[src/rtl/obuf_deskew4.sv]
// Output de-skew collector for the 4x4 systolic MAC array: per-row capture into a
// ping-pong tile buffer, aligned drain of one vector per beat over valid/ready.
module obuf_deskew4 #(
  parameter int DW   = 16,
  parameter int ROWS = 4,
  parameter int NCOL = 4
) (
  input  logic               CLK,
  input  logic               RST,
  input  logic [ROWS*DW-1:0] MAC_DATA,
  input  logic [ROWS-1:0]    MAC_VALID,
  input  logic               CLR,
  output logic               OUT_VALID,
  input  logic               OUT_READY,
  output logic [ROWS*DW-1:0] OUT_DATA,
  output logic               OUT_LAST,
  output logic               OVF,
  output logic               BUSY
);

  localparam int CW = (NCOL > 1) ? $clog2(NCOL) : 1;
  localparam logic [CW-1:0] LAST_IDX = CW'(NCOL - 1);

  logic [DW-1:0]        bank [2][ROWS][NCOL];
  logic [CW-1:0]        wcnt [ROWS];
  logic [ROWS-1:0]      wbank;
  logic [1:0][ROWS-1:0] done;
  logic                 rb;
  logic [CW-1:0]        rd_idx;
  logic                 ovf_q;

  logic [DW-1:0]   mac_row [ROWS];
  logic [ROWS-1:0] wr_en;
  logic [ROWS-1:0] drop;
  logic            fire;
  logic            last_fire;
  logic            permit;

  // NOTE: every signal written here gets a default first, so no path can infer a latch.
  always_comb begin
    OUT_VALID = &done[rb];
    OUT_LAST  = OUT_VALID && (rd_idx == LAST_IDX);
    fire      = OUT_VALID && OUT_READY;
    last_fire = fire && (rd_idx == LAST_IDX);
    OUT_DATA  = '0;
    wr_en     = '0;
    drop      = '0;
    permit    = 1'b0;
    for (int r = 0; r < ROWS; r++) begin
      mac_row[r] = MAC_DATA[(ROWS-1-r)*DW +: DW];
      // A full row slot may still be written if its bank is released this very cycle.
      permit   = !done[wbank[r]][r] || (last_fire && (wbank[r] == rb));
      wr_en[r] = MAC_VALID[r] && permit;
      drop[r]  = MAC_VALID[r] && !permit;
      if (OUT_VALID) OUT_DATA[(ROWS-1-r)*DW +: DW] = bank[rb][r][rd_idx];
    end
  end

  always_comb begin
    BUSY = |done;
    for (int r = 0; r < ROWS; r++) begin
      if (wcnt[r] != '0) BUSY = 1'b1;
    end
  end

  assign OVF = ovf_q;

  // NOTE: state uses non-blocking assignments only; the release clear of done[rb]
  // comes before the capture loop so a completing capture's set wins the same bit.
  always_ff @(posedge CLK or posedge RST) begin
    if (RST) begin
      for (int r = 0; r < ROWS; r++) wcnt[r] <= '0;
      wbank  <= '0;
      done   <= '0;
      rb     <= 1'b0;
      rd_idx <= '0;
      ovf_q  <= 1'b0;
    end else if (CLR) begin
      for (int r = 0; r < ROWS; r++) wcnt[r] <= '0;
      wbank  <= '0;
      done   <= '0;
      rb     <= 1'b0;
      rd_idx <= '0;
      ovf_q  <= 1'b0;
    end else begin
      if (last_fire) begin
        done[rb] <= '0;
        rb       <= ~rb;
        rd_idx   <= '0;
      end else if (fire) begin
        rd_idx <= rd_idx + CW'(1);
      end
      for (int r = 0; r < ROWS; r++) begin
        if (wr_en[r]) begin
          if (wcnt[r] == LAST_IDX) begin
            done[wbank[r]][r] <= 1'b1;
            wcnt[r]           <= '0;
            wbank[r]          <= ~wbank[r];
          end else begin
            wcnt[r] <= wcnt[r] + CW'(1);
          end
        end
      end
      if (|drop) ovf_q <= 1'b1;
    end
  end

  // NOTE: the tile storage has no reset; its content is only observable behind done bits.
  always_ff @(posedge CLK) begin
    for (int r = 0; r < ROWS; r++) begin
      if (wr_en[r]) bank[wbank[r]][r][wcnt[r]] <= mac_row[r];
    end
  end

endmodule

[config.mk]
export PLATFORM = sky130hd
export DESIGN_NAME = obuf_deskew4
export DESIGN_NICKNAME = d
export VERILOG_FILES = /design/src/rtl/obuf_deskew4.sv
export SDC_FILE = /design/constraint.sdc
export NUM_CORES = 1
export LEC_CHECK = 0
export CORE_UTILIZATION = 43
export DETAILED_ROUTE_END_ITERATION = 7
export PLACE_DENSITY = 0.62
export SETUP_SLACK_MARGIN = 0.05
export SYNTH_ARGS = -nofsm -noshare
export SYNTH_HDL_FRONTEND = slang
export SYNTH_SLANG_ARGS = --single-unit
export TNS_END_PERCENT = 50
[constraint.sdc]
create_clock -name CLK -period 5.75 [get_ports CLK]
set_input_delay 1.15 -clock CLK [delete_from_list [all_inputs] [get_ports CLK]]
set_output_delay 1.15 -clock CLK [all_outputs]
set_load 0.05 [all_outputs]
* Word level (Yosys, flattened, before mapping)
Memories as Yosys holds them, arrays and structs flattened.
Cells that the tools add are included.
** Word-level totals
- Flip-flop bits (word level) :: 24
- Bits of input ports :: 72
- Word-level logic and storage cells :: 216
- Output and inout bits :: 68
- Memories kept :: 1
- Memory bits (writable) :: 512
** Cells by class
- Bitwise logic cells :: 16
- Reduce and logical (&&, ||, !) cells :: 58
- $lt $le $gt $ge :: 19
- Muxes and demuxes :: 95
- Eq/ne operators :: 9
- Add/sub/neg operators :: 5
** Memory list
- bank :: depth 2, width 256, rd ports 1, clocked after Yosys merged registers in 0, wr ports 4, RTL line 24 : logic [DW-1:0] bank [2][ROWS][NCOL];
** Operators by type and width (count)
- two-way mux 16 bit :: 16
- two-way mux 64 bit :: 4
- binary-select mux 16 bit (select 2 bit) :: 4
- demux 16 bit (select 2 bit) :: 4
- two-way mux 8 bit :: 15
- bitwise OR 8 bit :: 4
- two-way mux 2 bit :: 14
- two-way mux 4 bit :: 7
- nonzero test 2 bit :: 14
- logical AND 1 bit :: 24
- two-way mux 1 bit :: 23
- demux 4 bit (select 1 bit) :: 5
- greater-or-equal comparator 3 bit (second input constant) :: 5
- inverter 2 -> 3 bit :: 5
- < comparator 3 x 1 -> 1 bit (second input constant) :: 4
- adder 2 x 1 -> 2 bit (second input constant) :: 5
- equality test 2 bit (second input constant) :: 5
- < comparator 1 x 2 -> 1 bit (second input constant) :: 5
- two-way mux 3 bit :: 3
- AND 8 bit :: 1
- zero test 1 bit :: 8
- inverter 8 bit :: 1
- AND reduction 2 bit :: 4
- OR reduction 8 bit :: 1
- 7 further kinds :: 21

* Depth between registers and ports, before layout
- Depth after elaboration :: 24
- Mapped depth :: 8
- Depth with buffers taken out :: 7

* Worst setup path before layout
Ideal clock, no wire load.
- Path type :: input port to flip-flop
- Start point :: in OUT_READY
- End point :: mem bank[0][192] in the netlist's numbering (enable)
- Slack :: 2371 ps
- Stages :: 4
- Data arrival time :: 2968 ps
- Buffers on the path :: 0
- Required time :: 5338 ps
- Setup time :: 412 ps
- Cell sequence :: nand2_1 -> a2111oi_2 -> nor3_2 -> nor3_1
** RTL lines
- start, declared :: RTL line 14 : input logic OUT_READY,
- end, declared :: RTL line 24

* Worst setup path in the final report
- Start point :: reg rb
- End point :: out OUT_DATA[51]
** On the way
- Cells in the longest elaborated chain, start to end :: 5
- Elaborated cells on any way between the ends :: 8
- Those cells by class :: mux (6); reduce/logical (1); memory (1)
** RTL lines
- start, declared :: RTL line 28 : logic rb;
- start signal, assigned :: RTL line 88 : rb <= ~rb;
- memory read (2 x 256 bit)
- binary-select mux 16 bit (select 2 bit) :: RTL line 55 : if (OUT_VALID) OUT_DATA[(ROWS-1-r)*DW +: DW] = bank[rb][r][rd_idx];
- two-way mux 16 bit (not written as such) (2 in series) :: RTL line 55
- two-way mux 16 bit (*) :: RTL line 55
- end, declared :: RTL line 15 : output logic [ROWS*DW-1:0] OUT_DATA,
Mark *: on every way between the ends. The rest lies on a longest branch, timed or not. The select of a mux whose other input is x is not followed.

==> results.sh <==
export IMPL_outcome="complete, no violations"
export IMPL_max_cap_viol_count=0
export IMPL_seq_area_frac_synth_pct=75.9
export IMPL_setup_violations_final=0
export IMPL_finalHoldViolations=0
export IMPL_yosysTopAreaCell="edfxtp_1"
export IMPL_seq_power_share_pct=55.1
export IMPL_final_common_cell="edfxtp_1"
export IMPL_cts_setup_buffers=0
export IMPL_drive_above_1_share_pct=18.7
export IMPL_hpwl_microns=22900
export IMPL_portBuffers=139
export IMPL_fin_crit_ps=4940
export IMPL_ys_warn_count=0
export IMPL_r2r_start="rd_idx[1]"
export IMPL_reg2reg_depth=7
export IMPL_hold_path_cell_count=2
export IMPL_fin_crit_sh_pct=86.0
export IMPL_gr_total_overflow=0
export IMPL_most_common_layout_cells="edfxtp_1, clkdlybuf4s50_1, mux4_2"
export IMPL_via_count=9778
export IMPL_crit_required_ps=4600
export IMPL_grtUsageMet2_pct=27.4
export IMPL_min_path_type="reg2reg"
export IMPL_first_pass_iters=5
export IMPL_fp_dieH_microns=223
export IMPL_synthToLayoutAreaGrowth_pct=17.7
export IMPL_antenna_found_initial=2
export IMPL_htreeDepth=2
export IMPL_whs_endpoint="wcnt[5]"
export IMPL_p_sw_w=0.00160
export IMPL_slew_violations=0
export IMPL_synth_flop_cell="edfxtp_1"
export IMPL_p_clk_share_pct=41.0
export IMPL_ys_seq_elements=536
export IMPL_numCtsBuffers=54
export IMPL_sw_frac_of_total_pct=20.0
export IMPL_fmax_mhz=202
export IMPL_hold_path_startpoint="wcnt[5]"
export IMPL_met1_usage_pct=24.1
export IMPL_reg2reg_to="bank[0][222]"
export IMPL_hold_buffers=0
export IMPL_worstPathArrival_ps=3790
export IMPL_met3_usage_pct=3.67
export IMPL_grtUsageTotal_pct=17.1
export IMPL_ant_nets=0
export IMPL_clk_latency_ps=600
export IMPL_tightest_slew_ps=1160
export IMPL_synth_area_sq_mm=0.0210
export IMPL_antenna_cells=0
export IMPL_utilization_pct=51.6
export IMPL_async_flop_share_pct=4.48
export IMPL_first_global_vias=10200
export IMPL_p_int_w=0.00640
export IMPL_rsz0062_at_grt="false"
export IMPL_synth_area_per_cell_sq_um=20.9
export IMPL_root_buffer="clkbuf_16"
export IMPL_drt_iter0_drc=579
export IMPL_via_per_inst=5.38
export IMPL_fin_hold_ws_ps=589
export IMPL_synth_top_cells_by_area="edfxtp_1, mux4_2, mux2i_1"
export IMPL_tns_ps=0
export IMPL_cp_max_fo=43
export IMPL_std_cell_rows=80
export IMPL_synth_top_area_share_pct=73.1
export IMPL_end_kind="output pin"
export IMPL_synthCells=1005
export IMPL_ctsResizeCount=0
export IMPL_vdd_drop_max_mv=0.215
export IMPL_synth_edf_count=512
export IMPL_top_usage_layer="met2"
export IMPL_r2r_slack_ps=2020
export IMPL_clkTransAtPathRegs_ps=60
export IMPL_grt_pass1_wl_microns=62900
export IMPL_worst_setup_path_start_kind="flop"
export IMPL_relSlewSlack_pct=22.9
export IMPL_coreArea_sq_mm=0.0480
export IMPL_clock_skew_ps=15.6
export IMPL_p_comb_share_pct=3.8
export IMPL_power_per_cell_area_mw_per_mm2=323
export IMPL_drt_wl_total_microns=41500
export IMPL_drc=0
export IMPL_cts_tree="done"
export IMPL_io_pins=140
export IMPL_nNetsFinal=1250
export IMPL_leakage_nw=7.71
export IMPL_avgRoutedWirePerCell_microns=22.9
export IMPL_worst_setup_path_type="reg2out"
export IMPL_dieArea_sq_mm=0.0498
export IMPL_cts_sinks=536
export IMPL_ys_types=43
export IMPL_grt_max_degree=73
export IMPL_cts_max_path_buffers=3
export IMPL_place_congestion=0.749
export IMPL_die_w_microns=223
export IMPL_start_util_pct=43.8
export IMPL_syn_num_nets=1094
## critical path, cell delays in order (launching register included)
cell	delay (ps)
dfrtp_4	760
buf_4	750
mux4_2	590
mux2i_1	160
nor2_1	80
clkdlybuf4s50_1	750
## flip-flops by register name, summed over array words and instances, names as in the netlist
signal and flops:
wbank 4, OVF 1, done 8, bank 512, rb 1, rd_idx 2, wcnt 8
## Yosys cell counts, drive strengths merged (3+ instances only)
library cell / number
edfxtp: 512
and3: 3
nand3: 3
a32oi: 3
nor3: 7
nand2: 15
clkbuf: 25
nor2b: 3
mux4: 128
and2: 27
mux2i: 72
inv: 15
dfrtp: 24
buf: 24
nor2: 87
ha: 17
a21oi: 12
## cells by family after synthesis
group / after synthesis / share of synthesized area [%]
fa+ha+maj: 17 / 1.01
simple gates: 158 / 3.63
buf+inv: 64 / 1.28
mux: 200 / 17.1
compound gates: 26 / 0.880
flops: 536 / 75.9
xor+xnor: 4 / 0.166
## area by class of cell
| class | instances | area, sq um |
|---|---|---|
| Clock inverter | 25 | 198 |
| Inverter | 15 | 56.3 |
| Fill cell | 3846 | 23300 |
| Sequential cell | 536 | 16000 |
| Timing Repair Buffer | 149 | 1520 |
| Multi-Input combinational cell | 405 | 4810 |
| Clock buffer | 71 | 1440 |
| Tap cell | 615 | 769 |
## power groups by stage
stage	clock, W	combinational [W]	sequential, W
finish	0.00328	0.000308	0.00441
global route	0.00349	0.000338	0.00442
CTS	0.00335	0.000316	0.00441
detailed placement	0	0.000315	0.00449
global placement	0	0.000309	0.00449
floorplan	0	0.000157	0.00448
## metal layers
| metal | vias to the layer above | wire, microns |
|---|---|---|
| met5 | - | 28 |
| li1 | 4392 | - |
| met1 | 5136 | 18800 |
| met3 | 60 | 1900 |
| met2 | 186 | 20100 |
| met4 | 4 | 697 |
## worst max path at each step
stage	start	endpoint	slack, ps	cells past startpoint
final	rb	OUT_DATA[51]	810	5
after global routing	rb	OUT_DATA[11]	500	5
after CTS	rb	OUT_DATA[11]	640	5
after detailed placement	rb	OUT_DATA[11]	1300	5
after global placement	rb	OUT_DATA[2]	1310	5
after floorplan	OUT_READY	bank[0][192]	2370	4
## stage by stage
step,setup slack [ps],area (sq um),std cells,total power (W)
after floorplan,2370,21000,1005,0.00464
after global placement,1310,23100,1720,0.00480
after detailed placement,1300,23100,1720,0.00481
after CTS,643,24800,1816,0.00808
after global routing,504,24800,1816,0.00825
final,807,24800,1816,0.00800
(Power assumes the default switching activity.)
